<file path="src/rtl/axi_lite_traffic_gen.sv">
// AXI4-Lite manager that writes a seeded incrementing pattern over an address range,
// reads it back, and counts response/data errors with a per-handshake timeout.
module axi_lite_traffic_gen #(
   parameter int ABUS_SIZE   = 5,
   parameter int DBUS_SIZE   = 32,
   parameter int NUM_TXN     = 4,
   parameter int BASE_ADDR   = 0,
   parameter int ADDR_STRIDE = 1,
   parameter int TIMEOUT     = 64,
   localparam int CW         = $clog2(2 * NUM_TXN + 1)
) (
   input  logic                 ACLK,
   input  logic                 ARESET,
   input  logic                 start,
   input  logic [1:0]           mode,
   input  logic [DBUS_SIZE-1:0] seed,
   output logic                 busy,
   output logic                 done,
   output logic                 pass,
   output logic [CW-1:0]        err_count,
   output logic                 timeout,
   output logic [ABUS_SIZE-1:0] AWADDR,
   output logic                 AWVALID,
   input  logic                 AWREADY,
   output logic [DBUS_SIZE-1:0] WDATA,
   output logic                 WVALID,
   input  logic                 WREADY,
   input  logic [1:0]           BRESP,
   input  logic                 BVALID,
   output logic                 BREADY,
   output logic [ABUS_SIZE-1:0] ARADDR,
   output logic                 ARVALID,
   input  logic                 ARREADY,
   input  logic [DBUS_SIZE-1:0] RDATA,
   input  logic [1:0]           RRESP,
   input  logic                 RVALID,
   output logic                 RREADY
);

   localparam int IW = (NUM_TXN > 1) ? $clog2(NUM_TXN) : 1;
   localparam int TW = $clog2(TIMEOUT + 1);

   typedef enum logic [2:0] {
      StIdle, StWrReq, StWrResp, StRdAddr, StRdData, StNext, StFin
   } state_e;

   state_e               state_q, state_d;
   logic [IW-1:0]        idx_q, idx_d;
   logic [1:0]           mode_q, mode_d;
   logic [DBUS_SIZE-1:0] seed_q, seed_d;
   logic                 start_q, start_d;
   logic                 rd_phase_q, rd_phase_d;
   logic                 aw_done_q, aw_done_d;
   logic                 w_done_q, w_done_d;
   logic [TW-1:0]        tcnt_q, tcnt_d;
   logic [CW-1:0]        err_q, err_d;
   logic                 pass_q, pass_d;
   logic                 timeout_q, timeout_d;

   logic [ABUS_SIZE-1:0] cur_addr;
   logic [DBUS_SIZE-1:0] cur_data;
   logic                 last_idx;
   logic                 tmo_hit;
   logic                 err_inc;

   assign cur_addr = ABUS_SIZE'(BASE_ADDR + int'(idx_q) * ADDR_STRIDE);
   assign cur_data = seed_q + DBUS_SIZE'(idx_q);
   assign last_idx = (int'(idx_q) == NUM_TXN - 1);
   assign tmo_hit  = (int'(tcnt_q) == TIMEOUT - 1);

   // Address/data are forced to zero outside their request states so idle outputs are clean.
   assign AWVALID   = (state_q == StWrReq) && !aw_done_q;
   assign WVALID    = (state_q == StWrReq) && !w_done_q;
   assign AWADDR    = (state_q == StWrReq) ? cur_addr : '0;
   assign WDATA     = (state_q == StWrReq) ? cur_data : '0;
   assign BREADY    = (state_q == StWrResp);
   assign ARVALID   = (state_q == StRdAddr);
   assign ARADDR    = (state_q == StRdAddr) ? cur_addr : '0;
   assign RREADY    = (state_q == StRdData);
   assign busy      = (state_q != StIdle);
   assign done      = (state_q == StFin);
   assign pass      = pass_q;
   assign err_count = err_q;
   assign timeout   = timeout_q;

   always_comb begin
      state_d    = state_q;
      idx_d      = idx_q;
      mode_d     = mode_q;
      seed_d     = seed_q;
      start_d    = 1'b0;
      rd_phase_d = rd_phase_q;
      aw_done_d  = 1'b0;
      w_done_d   = 1'b0;
      tcnt_d     = '0;
      err_d      = err_q;
      pass_d     = pass_q;
      timeout_d  = timeout_q;
      err_inc    = 1'b0;

      unique case (state_q)
         StIdle: begin
            // start is captured one edge before launch so busy/valid rise an edge later.
            start_d = start && !start_q;
            if (start_d) begin
               mode_d = mode;
               seed_d = seed;
            end
            if (start_q) begin
               idx_d      = '0;
               rd_phase_d = 1'b0;
               err_d      = '0;
               pass_d     = 1'b0;
               timeout_d  = 1'b0;
               state_d    = (mode_q == 2'd1) ? StRdAddr : StWrReq;
            end
         end
         StWrReq: begin
            aw_done_d = aw_done_q || AWREADY;
            w_done_d  = w_done_q || WREADY;
            if (aw_done_d && w_done_d) begin
               aw_done_d = 1'b0;
               w_done_d  = 1'b0;
               state_d   = StWrResp;
            end else if (tmo_hit) begin
               aw_done_d = 1'b0;
               w_done_d  = 1'b0;
               timeout_d = 1'b1;
               state_d   = StFin;
            end else begin
               tcnt_d = tcnt_q + 1'b1;
            end
         end
         StWrResp: begin
            if (BVALID) begin
               err_inc = (BRESP != 2'b00);
               state_d = (mode_q == 2'd2) ? StRdAddr : StNext;
            end else if (tmo_hit) begin
               timeout_d = 1'b1;
               state_d   = StFin;
            end else begin
               tcnt_d = tcnt_q + 1'b1;
            end
         end
         StRdAddr: begin
            if (ARREADY) begin
               state_d = StRdData;
            end else if (tmo_hit) begin
               timeout_d = 1'b1;
               state_d   = StFin;
            end else begin
               tcnt_d = tcnt_q + 1'b1;
            end
         end
         StRdData: begin
            if (RVALID) begin
               err_inc = (RRESP != 2'b00) || (RDATA != cur_data);
               state_d = StNext;
            end else if (tmo_hit) begin
               timeout_d = 1'b1;
               state_d   = StFin;
            end else begin
               tcnt_d = tcnt_q + 1'b1;
            end
         end
         StNext: begin
            if (!last_idx) begin
               idx_d   = idx_q + 1'b1;
               state_d = ((mode_q == 2'd1) || ((mode_q == 2'd3) && rd_phase_q)) ?
                         StRdAddr : StWrReq;
            end else if ((mode_q == 2'd3) && !rd_phase_q) begin
               idx_d      = '0;
               rd_phase_d = 1'b1;
               state_d    = StRdAddr;
            end else begin
               state_d = StFin;
            end
         end
         StFin: begin
            pass_d  = (err_q == '0) && !timeout_q;
            state_d = StIdle;
         end
         default: state_d = StIdle;
      endcase

      if (err_inc && (err_q != '1)) begin
         err_d = err_q + 1'b1;
      end
   end

   always_ff @(posedge ACLK) begin
      if (ARESET) begin
         state_q    <= StIdle;
         idx_q      <= '0;
         mode_q     <= 2'd0;
         seed_q     <= '0;
         start_q    <= 1'b0;
         rd_phase_q <= 1'b0;
         aw_done_q  <= 1'b0;
         w_done_q   <= 1'b0;
         tcnt_q     <= '0;
         err_q      <= '0;
         pass_q     <= 1'b0;
         timeout_q  <= 1'b0;
      end else begin
         state_q    <= state_d;
         idx_q      <= idx_d;
         mode_q     <= mode_d;
         seed_q     <= seed_d;
         start_q    <= start_d;
         rd_phase_q <= rd_phase_d;
         aw_done_q  <= aw_done_d;
         w_done_q   <= w_done_d;
         tcnt_q     <= tcnt_d;
         err_q      <= err_d;
         pass_q     <= pass_d;
         timeout_q  <= timeout_d;
      end
   end

endmodule

</file>
<file path="config.mk">
export PLATFORM = sky130hd
export DESIGN_NAME = axi_lite_traffic_gen
export DESIGN_NICKNAME = d
export VERILOG_FILES = /design/src/rtl/axi_lite_traffic_gen.sv
export SDC_FILE = /design/constraint.sdc
export NUM_CORES = 1
export LEC_CHECK = 0
export CORE_MARGIN = 2
export CORE_UTILIZATION = 62
export DETAILED_ROUTE_END_ITERATION = 6
export DONT_BUFFER_PORTS = 1
export PLACE_DENSITY = 0.78
export SLEW_MARGIN = 20
export SYNTH_ARGS = -nofsm -noshare
export SYNTH_HDL_FRONTEND = slang
export SYNTH_SLANG_ARGS = --single-unit
</file>
<file path="constraint.sdc">
create_clock -name ACLK -period 4.3 [get_ports ACLK]
set_input_delay 0.43 -clock ACLK [delete_from_list [all_inputs] [get_ports ACLK]]
set_output_delay 0.43 -clock ACLK [all_outputs]
set_load 0.05 [all_outputs]
</file>
### Word level (Yosys, flattened, before mapping)

Cells that the tools add are included.

* ROM bits: 0
* memories: 0
* latch bits: 0
* RAM bits: 0
* flip-flop bits (word level): 56
* input bits: 78
* logic and storage cells: 116

* magnitude comparators: 0
* eq/ne operators: 21
* reduce and logical (&&, ||, !) cells: 35
* shift operators: 0
* multiplexer cells: 42
* multiply operators: 0
* $add $sub $neg: 4
* div/mod/pow operators: 0
* bitwise operators: 2

Operators by type and width (number)
* 7-bit two-way mux: 5
* 32-bit by 2-bit adder with 32-bit output: 1
* 32-bit two-way mux: 1
* 32-bit != test: 1
* 7-bit one-hot mux with 4 select lines: 1
* 3-bit two-way mux: 9
* 3-bit one-hot mux with 6 select lines: 1
* 2-bit two-way mux: 7
* 2-bit != test (second input constant): 7
* 4-bit two-way mux: 3
* 2-bit nonzero test: 6
* 1-bit two-way mux: 10
* 3-bit equality test (second input constant): 3
* 1-bit logical AND: 8
* 7-bit by 1-bit adder with 7-bit output (second input constant): 1
* 7-bit equality test (second input constant): 1
* 3-bit by 2-bit equality test with 1-bit output (second input constant): 2
* 1-bit one-hot mux with 2 select lines: 3
* 2-bit AND reduction: 3
* 6-bit AND reduction: 1
* 1-bit logical NOT: 5
* 1-bit one-hot mux with 5 select lines: 1
* 5-bit nonzero test: 1
* 4-bit by 1-bit adder with 4-bit output (second input constant): 1
* other kinds (16): 22

### Depth between registers and ports, before layout

Gate-level depths: netlist of the first run.

* word-level depth: 8
* mapped depth: 14

### Worst setup path before layout of the first run

No wires, ideal clock.

* kind: register -> register
* start: reg idx_q[0]
* end: reg err_q[2], in the netlist err_count[2]
* library setup time: 0.127 ns
* period minus slack after synthesis: 3.557 ns
* buffers on the path: 2
* slack: 0.743 ns
* arrival time: 3.429 ns
* stages on the path, launching flop included: 15
* cells stage by stage: dfxtp_1 > ha_1 > inv_1 > fa_1 > buf_6 > nand4b_4 > nor4_4 > buf_6 > and3_4 > o21ai_2 > nor4_2 > nand4_1 > nor4_4 > nor4_1 > or3b_1

* longest elaborated chain between the ends: 8
* elaborated cells on any way between the ends: 10
* those cells by class: add/sub (1); eq/ne (1); mux (3); reduce/logical (5)

RTL lines
* start, declared: RTL line 48 `logic [IW-1:0] idx_q, idx_d;`
* start signal, assigned: RTL line 207 `idx_q <= idx_d;`
* 32-bit by 2-bit adder with 32-bit output (*): RTL line 67 `assign cur_data = seed_q + DBUS_SIZE'(idx_q);`
* 32-bit != test (*): RTL line 157 `err_inc = (RRESP != 2'b00) || (RDATA != cur_data);`
* 1-bit logical OR (*): RTL line 157
* 1-bit two-way mux (*): RTL line 156 `if (RVALID) begin`
* 1-bit one-hot mux with 2 select lines (*): RTL line 101 `unique case (state_q)`
* 1-bit logical AND (*): RTL line 186 `if (err_inc && (err_q != '1)) begin`
* 2-bit nonzero test (no line)
* 2-bit AND reduction (no line)
* end signal, assigned: RTL line 215 `err_q <= err_d;`
* end, declared: RTL line 56 `logic [CW-1:0] err_q, err_d;`

Mark *: on every way between the ends. The rest lies on a longest branch, timed or not.
A chain may end at the register's enable or synchronous reset.

### Final worst setup path of the first run

Same ends and word-level chain as after synthesis.

==> metrics.md, run 1 <==
| Metric | Value |
|---|---|
| Placed Area | 4660 sq um |
| Die Wd | 90.4 um |
| Status | complete, no violations |
| WP buf/inv | 2 |
| Critical R2R Launch | idx_q[0] |
| GRT overflow | 0 |
| Kind of start point of the critical path | flop |
| Worst Hold Launch | ARESET |
| Clock buffer depth | 2 |
| Max frequency | 249 MHz |
| Ratio of cells with drive above 1 in the final layout | 0.0976 |
| First-pass GRT wire length | 21100 um |
| Initial antenna violation count | 0 |
| Most used cell, CP | nor4_4 |
| Design area | 4750 sq um |
| Count of state elements after synthesis | 56 |
| Via/cell ratio | 6.27 |
| RD Place Congestion | 0.944 |
| Antenna Nets Post-Route | 0 |
| HPWL after DPL | 10300 um |
| Die Y | 90.4 um |
| Synth unique cells | 77 |
| Post-synthesis instance area | 4630 sq um |
| H-tree Lvls | 2 |
| Tot Pwr | 1.21 mW |
| CTS tree | built |
| Slew Limit Fails | 0 |
| Hold buffer count at CTS | 0 |
| Finish-stage setup viols | 0 |
| RSZ-0062 raised after global routing | false |
| Max Fanout on Critical Path | 15 |
| Async SR Flop Fraction | 0 |
| Post-synthesis sequential area ratio | 0.242 |
| TNS Setup | 0 ns |
| Die area | 8170 sq um |
| Critical Path, Cell by Cell | ha_1, inv_1, fa_1, nand4b_4, nor4_4, buf_4, xor2_1, a211o_1, a2111oi_2, o2111ai_1, nor4_4, nor4_1, or3b_1 |
| Maximum vdd ir drop | 167 uV |
| Primary FF master, synth | dfxtp_1 |
| Starting Density | 0.638 |
| EDFF count, synth | 0 |
| IO Pins | 133 |
| Slew HR | 0.347 |
| Worst r2r path cells | 13 |
| Slowest cell on crit path | nor4_4 |
| Multi-input combinational cell area | 3160 sq um |
| Post-CTS setup buffers | 0 |
| Avg Cell Area, Syn | 7.28 sq um |
| CP arrival | 4.21 ns |
| Max-Cap Viols | 0 |
| Root buf cell | clkbuf_8 |
| Largest area contributor in the synthesized netlist | dfxtp_1 |
| Routed WL per cell | 18.2 um |
| Syn. warnings | 0 |
| Clk_lat worst skew | 0.31 ns |
| GRT Util Overall | 0.315 |
| DRC | 0 |
| Hold Path Depth | 1 |
| Worst hold path class | in2reg |
| Clock transition at path regs | 0.11 ns |
| Pwr Density | 254 nW/um^2 |
| Routed WL | 13100 um |
| CP Capture Type | flop |
| Largest net degree at the start of global routing | 48 |
| CP top delay family | simple AND/OR/NAND/NOR gates |
| Critical path's largest stage delay | 0.52 ns |
| Vias in the first global route | 4314 |
| Via count | 4541 |
| Period utilization | 0.932 |
| Core area | 7250 sq um |
| Area growth from synthesis to layout | 2.70% |
| Layout Nets | 709 |
| Num CTS Buffers | 5 |
| Number of gates resized after cts | 0 |
| WS Path Type | reg2reg |
| Row count | 31 |
| Crit. path cell count | 13 |
| DRT iter0 DRCs | 377 |
| Post-synthesis cell count | 636 |
| CP startpoint | idx_q[0] |
| Final hold vios | 0 |
| Diodes inserted | 0 |
| Register cell area after layout | 1120 sq um |
| Leak | 1.70 nW |
| Tmin final | 4.01 ns |
| Clock Sinks | 56 |
| Fillers | 683 |
| Yosys top cell area share | 0.242 |
| Data required time of the worst path | 4.50 ns |
| Clock Skew | 0.00825 ns |
| Synth top area cells | dfxtp_1, nand2_1, nor2_1, xnor2_1, a21oi_1 |
| Worst Tran Pin Value | 0.976 ns |
| Number of detailed-route iterations in the first pass | 5 |
| IO buf count | 0 |
==> path summary, 6_finish.rpt <==
path / end / slack [ns]
max: err_count[2] / 0.29
max reg2reg: err_count[2] / 0.29
min: seed_q[30] / 0.17
min reg2reg: tcnt_q[0] / 0.45
==> state kept, by name, summed over array words and instances, names as in the netlist, 2 cells and up <==
register,flops
seed_q,32
mode_q,2
idx_q,2
err_count,4
state_q,3
tcnt_q,7
==> cell usage in the layout, fill, tap and decap left out, types with 13 or more instances in the layout <==
cell type	instances
a21oi_1	52
buf_4	25
dfxtp_1	56
inv_1	20
nand2_1	100
nand3_1	22
nand4_1	18
nor2_1	77
nor4_1	13
o21ai_0	20
xnor2_1	30
xor2_1	23
==> per-stage QoR <==
| stage | worst slack [ns] | instances | hold WS [ns] | utilization |
|---|---|---|---|---|
| floorplan | 0.743 | 641 | 0.410 | - |
| global placement | 0.562 | 716 | 0.430 | 0.643 |
| detailed placement | 0.365 | 716 | 0.431 | 0.643 |
| CTS | 0.349 | 724 | 0.164 | 0.656 |
| global route | 0.0648 | 724 | 0.160 | 0.656 |
| finish | 0.291 | 724 | 0.171 | 0.656 |
==> synthesized netlist by cell type, drive strengths merged (3+ instances only) <==
library cell and count:
nand2 100, nor2 77, dfxtp 56, a21oi 52, xnor2 30, buf 27
nand3 23, xor2 23, clkbuf 21, nand4 21, nor4 21, o21ai 21
inv 20, and3 14, nor2b 12, nor3 9, a31oi 8, o211ai 8
nor3b 7, ha 6, o22ai 6, nand2b 5, and2 4, mux2i 4
o2111ai 4, or2b 4, or3 4, a211o 3, o21a 3
==> worst reg2reg max path, delay by kind of cell, from the launching register on <==
kind	cells	cell delay, ns
simple gates	5	1.61
compound gates	3	0.83
fa+ha+maj	2	0.62
flops	1	0.44
buf+inv	2	0.31
xor+xnor	1	0.09
==> kinds of logic after synthesis <==
| family | share of synthesized area |
|---|---|
| and+or+nand+nor | 0.355 |
| AOI/OAI and AO/OA | 0.183 |
| buffers and inverters | 0.0824 |
| DFF | 0.242 |
| xor gates and xnor gates | 0.105 |
| adders and majority gates | 0.0205 |
| muxes | 0.0111 |
| other | 0.000810 |
==> report_power, final <==
group          leakage, nW  internal [mW]  switching (mW)
clock               0.0485          0.117           0.183
sequential           0.457          0.548          0.0653
combinational         1.19         0.0993           0.194
total                 1.70          0.764           0.442
==> metal layers <==
metal	GRT usage	vias up	share of wire
met5	0	-	0
met4	0.0974	0	0.021
met3	0.0735	22	0.10
met2	0.522	226	0.46
met1	0.408	2098	0.42
li1	-	2195	-
==> layout make-up <==
type / count / share of cell area
Timing Repair Buffer: 25 / 0.0395
Sequential cell: 56 / 0.236
Tap cell: 99 / 0.0261
Clock inverter: 3 / 0.00474
Clock buffer: 5 / 0.0145
Inverter: 20 / 0.0158
Multi-Input combinational cell: 516 / 0.664
Note: power is estimated with default switching activity, not from simulation.
==> run 2: changes to the inputs <==
--- a/config.mk
+++ b/config.mk
@@ -5,11 +5,13 @@
 export SDC_FILE = /design/constraint.sdc
 export NUM_CORES = 1
 export LEC_CHECK = 0
-export CORE_MARGIN = 2
-export CORE_UTILIZATION = 62
+export ABC_AREA = 1
+export CELL_PAD_IN_SITES_DETAIL_PLACEMENT = 0
+export CELL_PAD_IN_SITES_GLOBAL_PLACEMENT = 1
+export CORE_UTILIZATION = 43
 export DETAILED_ROUTE_END_ITERATION = 6
 export DONT_BUFFER_PORTS = 1
-export PLACE_DENSITY = 0.78
+export PLACE_DENSITY_LB_ADDON = 0.1
 export SLEW_MARGIN = 20
 export SYNTH_ARGS = -nofsm -noshare
 export SYNTH_HDL_FRONTEND = slang
==> run 2 against run 1 <==
Against the previous run:
- sequential power increased by 4.2%
- power increased by 17%
- clock-buffer cell count increased by 1
- highest routed layer unchanged
==> metrics.md, run 2 <==
| Metric | Value |
|---|---|
| RD Place Congestion | 0.918 |
| Clk_lat worst skew | 0.32 ns |
| Clock Sinks | 56 |
| Max Fanout on Critical Path | 5 |
| Finish-stage setup viols | 0 |
| Starting Density | 0.448 |
| H-tree Lvls | 2 |
| Worst hold path class | in2reg |
| Largest net degree at the start of global routing | 64 |
| CTS tree | built |
| Clock buffer depth | 2 |
| Layout Nets | 804 |
| Primary FF master, synth | dfxtp_1 |
| Count of state elements after synthesis | 56 |
| Final hold vios | 0 |
| Die Wd | 100 um |
| Post-CTS setup buffers | 0 |
| Critical R2R Launch | idx_q[0] |
| Die area | 10100 sq um |
| Vias in the first global route | 4201 |
| Via count | 4458 |
| CP arrival | 3.00 ns |
| Initial antenna violation count | 0 |
| Reg with most FFs | seed_q |
| Number of detailed-route iterations in the first pass | 5 |
| EDFF count, synth | 0 |
| Leak | 1.87 nW |
| Routed WL per cell | 15.2 um |
| Routed WL | 12900 um |
| GRT Util Overall | 0.259 |
| Via/cell ratio | 5.25 |
| Worst Tran Pin Value | 1.06 ns |
| Clock Skew | 0.0170 ns |
| Kind of start point of the critical path | flop |
| Pre-CTS setup slack | 1.13 ns |
| Number of gates resized after cts | 0 |
| Setup WS post-layout | 0.874 ns |
| Max FFs per register | 32 |
| Synth top area cells | dfxtp_1, nand2_1, nor2_1, inv_1, nand3_1 |
| Slew HR | 0.295 |
| RSZ-0062 raised after global routing | false |
| HPWL after DPL | 10400 um |
| CP startpoint | idx_q[0] |
| Syn. warnings | 0 |
| WS Path Type | reg2out |
| Core area | 9280 sq um |
| GRT overflow | 0 |
| Worst setup endpoint | WDATA[24] |
| Tmin final | 3.43 ns |
| Max-Cap Viols | 0 |
| Post-synthesis instance area | 4160 sq um |
| Internal reg-to-reg setup slack | 1.08 ns |
| CP Capture Type | output port |
| Synth unique cells | 33 |
| DRT iter0 DRCs | 188 |
| First-pass GRT wire length | 20300 um |
| Die Y | 100 um |
| Maximum vdd ir drop | 143 uV |
| Antenna Nets Post-Route | 0 |
| Post-synthesis cell count | 713 |
| Clock transition at path regs | 0.10 ns |
| Row count | 35 |
| Max frequency | 292 MHz |
| DRC | 0 |
| Async SR Flop Fraction | 0 |
| Ratio of cells with drive above 1 in the final layout | 0.0583 |
| Period utilization | 0.797 |
| Root buf cell | clkbuf_8 |
| Avg Cell Area, Syn | 5.83 sq um |
| Most common cell after layout, fill and taps aside | nand2_1 |
| Top-count cell post-synth | nand2_1 |
| Area growth from synthesis to layout | 6.68% |
| Hold buffer count at CTS | 0 |
| Worst flop-to-flop path endpoint | err_count[2] |
| Most frequent cells in the layout | nand2_1, nor2_1, inv_1 |
| Yosys top cell area share | 0.270 |
| Num CTS Buffers | 5 |
| Post-synthesis sequential area ratio | 0.270 |
| Slew Limit Fails | 0 |
| Worst r2r path cells | 22 |
| Status | complete, no violations |
| Data required time of the worst path | 3.87 ns |
| IO Pins | 133 |
| Pwr Density | 319 nW/um^2 |
| Largest area contributor in the synthesized netlist | dfxtp_1 |
| TNS Setup | 0 ns |
| Diodes inserted | 0 |
| Leading cell types by count after synthesis | nand2_1, nor2_1, inv_1, nand3_1, dfxtp_1 |
| IO buf count | 0 |
run 2: critical path, cell delays in order (launching register included):
cell	delay [ns]
dfxtp_1	0.41
ha_1	0.21
inv_1	0.06
fa_1	0.45
inv_1	0.16
nand3_1	0.19
nor2_1	0.25
nand2_1	0.10
nand2_1	0.12
nand2_1	0.06
nor2_1	0.68
run 2: cell type report:
type	count	area (sq um)
Sequential cell	56	1120
Clock buffer	6	72.6
Inverter	88	330
Multi-Input combinational cell	555	2640
Fill cell	1057	4850
Timing Repair Buffer	13	97.6
Clock inverter	2	13.8
Tap cell	129	161
run 2: layer usage:
layer / GRT usage / vias up / routed length (um) / part of all wire
li1: - / 2271 / - / -
met1: 0.355 / 2030 / 6070 / 0.47
met2: 0.436 / 145 / 5850 / 0.45
met3: 0.0299 / 12 / 821 / 0.064
met4: 0.0557 / 0 / 171 / 0.013
met5: 0 / - / 0 / 0
run 2: cell families (layout without fill, tap and decap cells):
family / count (synthesis) / in the layout / share of synthesized area
AO/OA/AOI/OAI: 111 / 111 / 0.143
adder cells (fa/ha/maj): 7 / 7 / 0.0229
buffers and inverters: 107 / 109 / 0.102
flip-flops: 56 / 56 / 0.270
AND/OR/NAND/NOR: 418 / 418 / 0.428
XOR/XNOR: 13 / 13 / 0.0340
other: 1 / 6 / 0.000902
run 2: worst min path at each step:
stage / startpoint / endpoint / cells past startpoint
2_1_floorplan: tcnt_q[0] / tcnt_q[0] / 1
4_1_cts: ARESET / err_count[0] / 1
3_5_place_dp: tcnt_q[6] / tcnt_q[6] / 2
6_report: ARESET / err_count[0] / 1
5_1_grt: ARESET / state_q[2] / 1
3_3_place_gp: tcnt_q[6] / tcnt_q[6] / 2
run 2: power breakdown:
part,total (mW),leakage (nW),internal [mW],switching [mW]
sequential,0.639,0.460,0.573,0.0651
combinational,0.471,1.36,0.124,0.347
clock,0.305,0.0456,0.117,0.188
total,1.41,1.87,0.815,0.600
run 2: stage by stage:
step	instances	hold WS, ns	instance area, sq um	power (mW)	util
after floorplan	718	0.418	4180	1.02	-
after global placement	841	0.432	4350	1.11	0.468
after detailed placement	841	0.432	4350	1.12	0.468
after CTS	849	0.165	4440	1.42	0.478
after global routing	849	0.159	4440	1.50	0.478
final	849	0.174	4440	1.41	0.478
==> run 3: changes to the inputs <==
==> constraint.sdc (replaced) <==
create_clock -name ACLK -period 3.3 [get_ports ACLK]
set_input_delay 0.33 -clock ACLK [delete_from_list [all_inputs] [get_ports ACLK]]
set_output_delay 0.33 -clock ACLK [all_outputs]
set_load 0.05 [all_outputs]
==> run 3 against run 2 <==
Against the previous run:
- sequential share of layout area shrank 1.3 points
- register-to-register slack lost 0.77 ns
- clock skew shrank 0.0058 ns
- die area is the same
- critical endpoint is now err_count[3]
==> metrics.md, run 3 (same netlist as run 2, synthesis figures left out) <==
| Metric | Value |
|---|---|
| Row count | 35 |
| Clock buffer depth | 2 |
| Leak | 2.04 nW |
| Number of gates resized after cts | 0 |
| TNS Setup | 0 ns |
| Via/cell ratio | 5.22 |
| WS Path Type | reg2reg |
| GRT Util Overall | 0.269 |
| IO buf count | 0 |
| CTS tree | built |
| Worst Tran Pin Value | 1.10 ns |
| Finish-stage setup viols | 0 |
| Starting Density | 0.448 |
| Internal reg-to-reg setup slack | 0.31 ns |
| Via count | 4586 |
| Area growth from synthesis to layout | 12.8% |
| Met3 routed WL | 1050 um |
| Clock Sinks | 56 |
| Register cell area after layout | 1120 sq um |
| Worst r2r path cells | 20 |
| Die Wd | 100 um |
| First-pass GRT wire length | 21200 um |
| Root buf cell | clkbuf_8 |
| Reg with most FFs | seed_q |
| Final hold vios | 0 |
| Routed WL | 13400 um |
| Pwr Density | 404 nW/um^2 |
| Initial antenna violation count | 0 |
| GRT overflow | 0 |
| Most frequent cells in the layout | nand2_1, nor2_1, inv_1 |
| RSZ-0062 raised after global routing | false |
| Fillers | 1027 |
| Core area | 9280 sq um |
| Highest routed metal layer | met4 |
| Number of detailed-route iterations in the first pass | 6 |
| Max Fanout on Critical Path | 5 |
| Status | complete, no violations |
| Largest net degree at the start of global routing | 44 |
| CP Capture Type | flop |
| Met1 WL | 6000 um |
| Data required time of the worst path | 3.55 ns |
| RD Place Congestion | 0.888 |
| Max FFs per register | 32 |
| Hold Path Depth | 1 |
| Multi-input combinational cell area | 2660 sq um |
| Die area | 10100 sq um |
| Clk_lat worst skew | 0.31 ns |
| Tmin final | 2.99 ns |
| Max frequency | 334 MHz |
| Tot Pwr | 1.89 mW |
| DRC | 0 |
| IO Pins | 133 |
| Layout Nets | 834 |
| Slew HR | 0.269 |
| Ratio of cells with drive above 1 in the final layout | 0.104 |
| Die Y | 100 um |
| Worst hold path class | in2reg |
| Antenna Nets Post-Route | 0 |
| Clock Skew | 0.0112 ns |
| H-tree Lvls | 2 |
| Max-Cap Viols | 0 |
| Kind of start point of the critical path | flop |
| Period utilization | 0.907 |
| Slew Limit Fails | 0 |
| Maximum vdd ir drop | 214 uV |
| HPWL after DPL | 10700 um |
| Routed WL per cell | 15.3 um |
| Clock transition at path regs | 0.10 ns |
| Hold buffer count at CTS | 0 |
| CP arrival | 3.24 ns |
| Diodes inserted | 0 |
| Met2 Wirelength | 6140 um |
| DRT iter0 DRCs | 266 |
| Most common cell after layout, fill and taps aside | nand2_1 |
| Vias in the first global route | 4273 |
| Post-CTS setup buffers | 0 |
| Num CTS Buffers | 5 |
## run 3: path summary, 6_finish.rpt
path                                 from      endpoint
worst max-delay path             idx_q[0]  err_count[3]
worst min-delay path               ARESET  err_count[3]
worst max register to register   idx_q[0]  err_count[3]
worst min register to register  tcnt_q[6]     tcnt_q[6]
## run 3: per-stage QoR
stage           util  instance area (sq um)  std cells  hold WS, ns  worst slack [ns]
6_report       0.505                   4690        879       0.0726             0.307
5_1_grt        0.505                   4690        879       0.0514           0.00421
4_1_cts        0.503                   4670        879       0.0636            0.0595
3_5_place_dp   0.493                   4570        871        0.404            0.0826
3_3_place_gp   0.493                   4570        871        0.402             0.232
2_1_floorplan      -                   4180        718        0.418             0.617
## run 3: routing by layer
metal | global-route usage | up-vias
met3 | 0.0585 | 16
met2 | 0.447 | 171
met4 | 0.0747 | 0
li1 | - | 2336
met5 | 0 | -
met1 | 0.352 | 2063
## run 3: cell type report
cell class | count | share of cell area
flip-flops and latches | 56 | 0.239
clock inverters | 1 | 0.00160
clock buffers | 7 | 0.0184
inverters | 88 | 0.0704
multi-input cells | 555 | 0.567
repair buffers | 43 | 0.0688
well taps | 129 | 0.0344
## run 3: worst max-delay path: stages (launching register included)
cell	delay, ns
dfxtp_2	0.38
ha_1	0.20
inv_1	0.07
fa_2	0.39
nor2_4	0.19
nand2_2	0.11
nor2_4	0.21
nand2_1	0.12
nand2_1	0.08
nand2_1	0.04
nand2_1	0.05
nand3_1	0.10
nor2_1	0.14
nand2_1	0.06
nor2_1	0.13
nand3_1	0.12
nand2_1	0.09
nand2_2	0.08
nand2_2	0.10
nand3_1	0.11
a21oi_2	0.16
## run 3: power breakdown
part	internal [mW]	switching [mW]	leakage [nW]	total [mW]
Combinational	0.192	0.457	1.54	0.648
Clock	0.172	0.240	0.0445	0.411
Sequential	0.747	0.0857	0.460	0.833
